$ cat config.mk
export PLATFORM = sky130hd
export DESIGN_NAME = spi_master_ctrl
export DESIGN_NICKNAME = d
export VERILOG_FILES = /design/src/rtl/spi_master_ctrl.sv
export SDC_FILE = /design/constraint.sdc
export NUM_CORES = 1
export LEC_CHECK = 0
export CORE_MARGIN = 2
export CORE_UTILIZATION = 50
export CTS_CLUSTER_DIAMETER = 50
export CTS_CLUSTER_SIZE = 25
export DETAILED_ROUTE_END_ITERATION = 7
export PLACE_DENSITY_LB_ADDON = 0.08
export SYNTH_ARGS = -nofsm -noshare
export SYNTH_HDL_FRONTEND = slang
export SYNTH_SLANG_ARGS = --single-unit
$ cat constraint.sdc
create_clock -name Clk -period 2 [get_ports Clk]
set_input_delay 0.4 -clock Clk [delete_from_list [all_inputs] [get_ports Clk]]
set_output_delay 0.4 -clock Clk [all_outputs]
set_load 0.02 [all_outputs]
$ cat src/rtl/spi_master_ctrl.sv
// Mode-0 SPI master sequencer: drives chip select, SCK and the load/shift
// strobes of an external shift register for one SPI_LEN-bit transfer.
module spi_master_ctrl #(
    parameter int unsigned SPI_LEN = 8,
    parameter int unsigned CLK_DIV = 2
) (
    input  logic Clk,
    input  logic Rst,
    input  logic Start,
    input  logic Abort,
    output logic IsLoad,
    output logic SftEn,
    output logic SckWr,
    output logic SckRd,
    output logic Sck,
    output logic CsN,
    output logic Busy,
    output logic Done
);

    localparam int unsigned BIT_W = $clog2(SPI_LEN + 1);
    localparam int unsigned DIV_W = 8;
    localparam logic [DIV_W-1:0] DIV_TC   = DIV_W'(CLK_DIV - 1);
    localparam logic [BIT_W-1:0] BIT_LAST = BIT_W'(SPI_LEN - 1);

    typedef enum logic [2:0] {
        S_IDLE,
        S_LOAD,
        S_CS_SETUP,
        S_SHIFT,
        S_CS_HOLD,
        S_DONE
    } state_e;

    state_e             state_q, state_d;
    logic [DIV_W-1:0]   div_q, div_d;
    logic [BIT_W-1:0]   bit_q, bit_d;
    logic               sck_q, sck_d;
    logic               csn_q, csn_d;
    logic               is_load_q, is_load_d;
    logic               sft_en_q, sft_en_d;
    logic               sck_wr_q, sck_wr_d;
    logic               sck_rd_q, sck_rd_d;
    logic               busy_q, busy_d;
    logic               done_q, done_d;

    // Next state and counters; outputs are decoded from the next state so
    // that each registered output lines up with the state it belongs to.
    always_comb begin
        state_d  = state_q;
        div_d    = div_q;
        bit_d    = bit_q;
        sck_d    = sck_q;
        sck_wr_d = 1'b0;
        sck_rd_d = 1'b0;
        sft_en_d = 1'b0;

        if (Abort && (state_q != S_IDLE)) begin
            state_d = S_IDLE;
            div_d   = '0;
            bit_d   = '0;
            sck_d   = 1'b0;
        end else begin
            unique case (state_q)
                S_IDLE: begin
                    div_d = '0;
                    bit_d = '0;
                    sck_d = 1'b0;
                    if (Start && !Abort) begin
                        state_d = S_LOAD;
                    end
                end
                S_LOAD: begin
                    div_d   = '0;
                    bit_d   = '0;
                    state_d = S_CS_SETUP;
                end
                S_CS_SETUP: begin
                    if (div_q == DIV_TC) begin
                        div_d   = '0;
                        state_d = S_SHIFT;
                    end else begin
                        div_d = div_q + DIV_W'(1);
                    end
                end
                S_SHIFT: begin
                    if (div_q == DIV_TC) begin
                        div_d = '0;
                        if (!sck_q) begin
                            sck_d    = 1'b1;
                            sck_rd_d = 1'b1;
                            sft_en_d = 1'b1;
                        end else begin
                            sck_d = 1'b0;
                            bit_d = bit_q + BIT_W'(1);
                            // The falling edge after the last sample ends the
                            // shift phase without a shift-out strobe.
                            if (bit_q < BIT_LAST) begin
                                sck_wr_d = 1'b1;
                                sft_en_d = 1'b1;
                            end else begin
                                state_d = S_CS_HOLD;
                            end
                        end
                    end else begin
                        div_d = div_q + DIV_W'(1);
                    end
                end
                S_CS_HOLD: begin
                    if (div_q == DIV_TC) begin
                        div_d   = '0;
                        state_d = S_DONE;
                    end else begin
                        div_d = div_q + DIV_W'(1);
                    end
                end
                S_DONE: begin
                    state_d = S_IDLE;
                end
                default: begin
                    state_d = S_IDLE;
                    div_d   = '0;
                    bit_d   = '0;
                    sck_d   = 1'b0;
                end
            endcase
        end

        is_load_d = (state_d == S_LOAD);
        busy_d    = (state_d != S_IDLE);
        done_d    = (state_d == S_DONE);
        csn_d     = !(state_d inside {S_LOAD, S_CS_SETUP, S_SHIFT, S_CS_HOLD});
    end

    always_ff @(posedge Clk or posedge Rst) begin
        if (Rst) begin
            state_q   <= S_IDLE;
            div_q     <= '0;
            bit_q     <= '0;
            sck_q     <= 1'b0;
            csn_q     <= 1'b1;
            is_load_q <= 1'b0;
            sft_en_q  <= 1'b0;
            sck_wr_q  <= 1'b0;
            sck_rd_q  <= 1'b0;
            busy_q    <= 1'b0;
            done_q    <= 1'b0;
        end else begin
            state_q   <= state_d;
            div_q     <= div_d;
            bit_q     <= bit_d;
            sck_q     <= sck_d;
            csn_q     <= csn_d;
            is_load_q <= is_load_d;
            sft_en_q  <= sft_en_d;
            sck_wr_q  <= sck_wr_d;
            sck_rd_q  <= sck_rd_d;
            busy_q    <= busy_d;
            done_q    <= done_d;
        end
    end

    assign IsLoad = is_load_q;
    assign SftEn  = sft_en_q;
    assign SckWr  = sck_wr_q;
    assign SckRd  = sck_rd_q;
    assign Sck    = sck_q;
    assign CsN    = csn_q;
    assign Busy   = busy_q;
    assign Done   = done_q;

endmodule

==> results of run 1 <==
==> power by group through the flow <==
stage | clock network [mW] | registers [mW] | logic (mW)
detailed placement | 0 | 0.615 | 0.482
finish | 0.207 | 0.611 | 0.515
CTS | 0.218 | 0.608 | 0.484
global route | 0.240 | 0.619 | 0.569
global placement | 0 | 0.612 | 0.481
floorplan | 0 | 0.608 | 0.397
==> metrics by stage <==
step                      total power [mW]  instances  setup WS, ps
after floorplan                       1.00        123           344
after global placement                1.09        163          63.6
after detailed placement              1.10        163         -4.27
after CTS                             1.31        167          70.1
after global routing                  1.43        168          19.3
final                                 1.33        168          99.9
==> cells by family after synthesis <==
family / after synthesis / synth area share (%)
adder cells (fa/ha/maj): 3 / 2.92
AND/OR/NAND/NOR: 55 / 26.7
flip-flops: 23 / 44.9
buffers and inverters: 10 / 5.84
XOR/XNOR: 8 / 5.45
multiplexers: 2 / 1.56
AO/OA/AOI/OAI: 22 / 12.7
==> worst reg2reg max path, stage by stage (launching register included) <==
cell and delay, ps:
dfrtp_1 450, inv_1 80, ha_1 160, nor4b_4 270, a41oi_1 210, a211oi_2 270, buf_4 170, nor2_2 40
o21bai_1 160
==> timing repair <==
| action | 4_1_cts | 5_1_grt |
|---|---|---|
| setup endpoints to repair | 0 | 11 |
| gates resized for setup | 0 | 3 |
| setup buffers | 0 | 1 |
==> synthesized netlist by cell type, types with 3 or more instances <==
library cell / n / area (um2)
a21oi_1: 4 / 20.0
and3_1: 3 / 18.8
buf_6: 4 / 45.0
dfrtp_1: 22 / 551
ha_1: 3 / 37.5
inv_1: 4 / 15.0
nand2_1: 7 / 26.3
nand2b_1: 3 / 18.8
nand4_1: 6 / 37.5
nor2_1: 18 / 67.6
o21ai_0: 3 / 15.0
xor2_1: 6 / 52.6
==> routing by layer <==
layer / up-vias / global-route usage [%]
li1: 463 / -
met1: 444 / 26.0
met2: 15 / 27.2
met3: 4 / 2.46
met4: 0 / 6.25
met5: - / 0
==> flip-flops by register name, indices dropped and copies added, names as in the netlist <==
name / flops
Busy: 1
div_q: 8
Done: 1
SckWr: 1
bit_q: 4
CsN: 1
SftEn: 1
Sck: 1
SckRd: 1
IsLoad: 1
state_q: 3
==> path summary, 6_finish.rpt <==
path                       slack (ps)  cells after the start  endpoint  startpoint
setup / recovery                  100                      1       Sck         Sck
hold / removal                    420                      3  bit_q[3]         Rst
setup reg to reg                  180                      8       CsN    div_q[1]
hold reg to reg                   520                      1  bit_q[0]    bit_q[0]
max in group asynchronous        1310                      3       CsN         Rst
min in group Clk                  520                      1  bit_q[0]    bit_q[0]
==> cell type report <==
cell class	count	area share (%)
clock buffer	4	1.80
inverter	4	1.03
multi-input combinational	90	44.3
sequential	23	39.6
tap	30	2.58
timing repair buffer	17	10.7
==> flow_summary.json, run 1 <==
{
  "synth-edff-count": 0,
  "drive_gt1_share_pct": 17.4,
  "synthToLayoutAreaGrowth_pct": 13.3,
  "async_flop_share_pct": 100,
  "power_frac_clock_pct": 15.5,
  "seqPwrFrac_pct": 45.8,
  "p_int_mw": 0.852,
  "top_layer": "met4",
  "final_max_slew_viol_count": 0,
  "grt_max_degree": 24,
  "drt-vias-per-instance": 5.51,
  "worstPathCellList": "clkdlybuf4s50_1",
  "worst_hold_slack_ps": 416,
  "port_buffers": 11,
  "syn_area_um2": 1280,
  "synth_area_per_cell_um2": 10.4,
  "die_y_um": 54.7,
  "p_sw_mw": 0.482,
  "dp_hpwl_um": 1650,
  "dieWidth_um": 54.7,
  "pwr-share-comb_pct": 38.7,
  "crit_fanout": 10,
  "drt_first_pass_iters": 4,
  "crit_path_top_delay_cell": "clkdlybuf4s50_1",
  "place_area_um2": 1410,
  "rows": 18,
  "p_leak_nw": 0.643,
  "coreArea_um2": 2450,
  "clock-root-buffer": "clkbuf_4",
  "ff_latch_area_um2": 577,
  "status": "complete, no violations",
  "die_area_um2": 2990,
  "crit_path_max_incr_delay_ps": 660,
  "fin_crit_ps": 1900,
  "grt_pass1_vias": 872,
  "fin_util_pct": 59.3,
  "crit_buf_inv": 1,
  "grt_first_pass_wirelength_um": 3880,
  "powerDensity_nw_per_um2": 915,
  "final_area_um2": 1460,
  "n_antenna_cell": 0,
  "drt-total-wl_um": 2360,
  "ys_ff_latch": 23,
  "synth_cells": 123,
  "antenna_found_initial": 0,
  "ys_types": 45,
  "ys_warn_count": 0,
  "critPathKind": "reg2out",
  "relSlewSlack_pct": 70.1,
  "crit_path_end_kind": "output pin",
  "vias": 926,
  "period_share_pct": 95.0,
  "cts_tree": "built",
  "met2_length_um": 1060,
  "gp_congestion": 0.877,
  "final_common_cell": "dfrtp_1",
  "initial_core_util_pct": 52.3,
  "cp_data_required_time_ps": 1600,
  "routedWlPerCell_um": 14.1,
  "clk_pin_slew_ps": 130,
  "route.detailed.drc": 0,
  "htreeDepth": 1,
  "drt_iter0_drc": 10,
  "setup_tns_ps": 0,
  "final_nets": 146,
  "cts.sinks": 23,
  "fmax_ghz": 0.526,
  "nFillCells": 211,
  "clk_latency_ps": 300,
  "final_cell_mix": "22 x dfrtp_1, 18 x nor2_1, 11 x clkdlybuf4s50_1, 7 x nand2_1",
  "hold_path_class": "in2async",
  "wl_met1_um": 1200,
  "skew_ps": 13.6,
  "synth_ff_type": "dfrtp_1",
  "rsz0062_at_grt": "false",
  "grt_overflow_total": 0,
  "switching_share_pct": 36.1,
  "postRouteAntennaNets": 0,
  "ys_seq_area_share_pct": 44.9,
  "max_cap_viol_count": 0,
  "multi_input_area_um2": 646,
  "grt_usage_pct": 18.0,
  "clk_path_buf_depth": 2,
  "wl_met3_um": 65,
  "syn-num-nets": 130,
  "path_delay_family": "buffers and inverters",
  "cts_hold_buf": 0,
  "hold_viol": 0,
  "crit_path_start_kind": "flip-flop",
  "setup_viol": 0,
  "tightest_slew_ps": 437,
  "cp.arrival_ps": 1500,
  "io_pins": 12,
  "peakVddDrop_v": 0.000760,
  "cts_buffers": 3
}
Power figures use the tool's default switching activity.
==> run 2, diff against run 1 <==
--- a/config.mk
+++ b/config.mk
@@ -10,6 +10,7 @@
 export CTS_CLUSTER_DIAMETER = 50
 export CTS_CLUSTER_SIZE = 25
 export DETAILED_ROUTE_END_ITERATION = 7
+export HOLD_SLACK_MARGIN = 0.03
 export PLACE_DENSITY_LB_ADDON = 0.08
 export SYNTH_ARGS = -nofsm -noshare
 export SYNTH_HDL_FRONTEND = slang
==> results of run 2 <==
Final layout, timing and power as in run 1 (identical DEF).
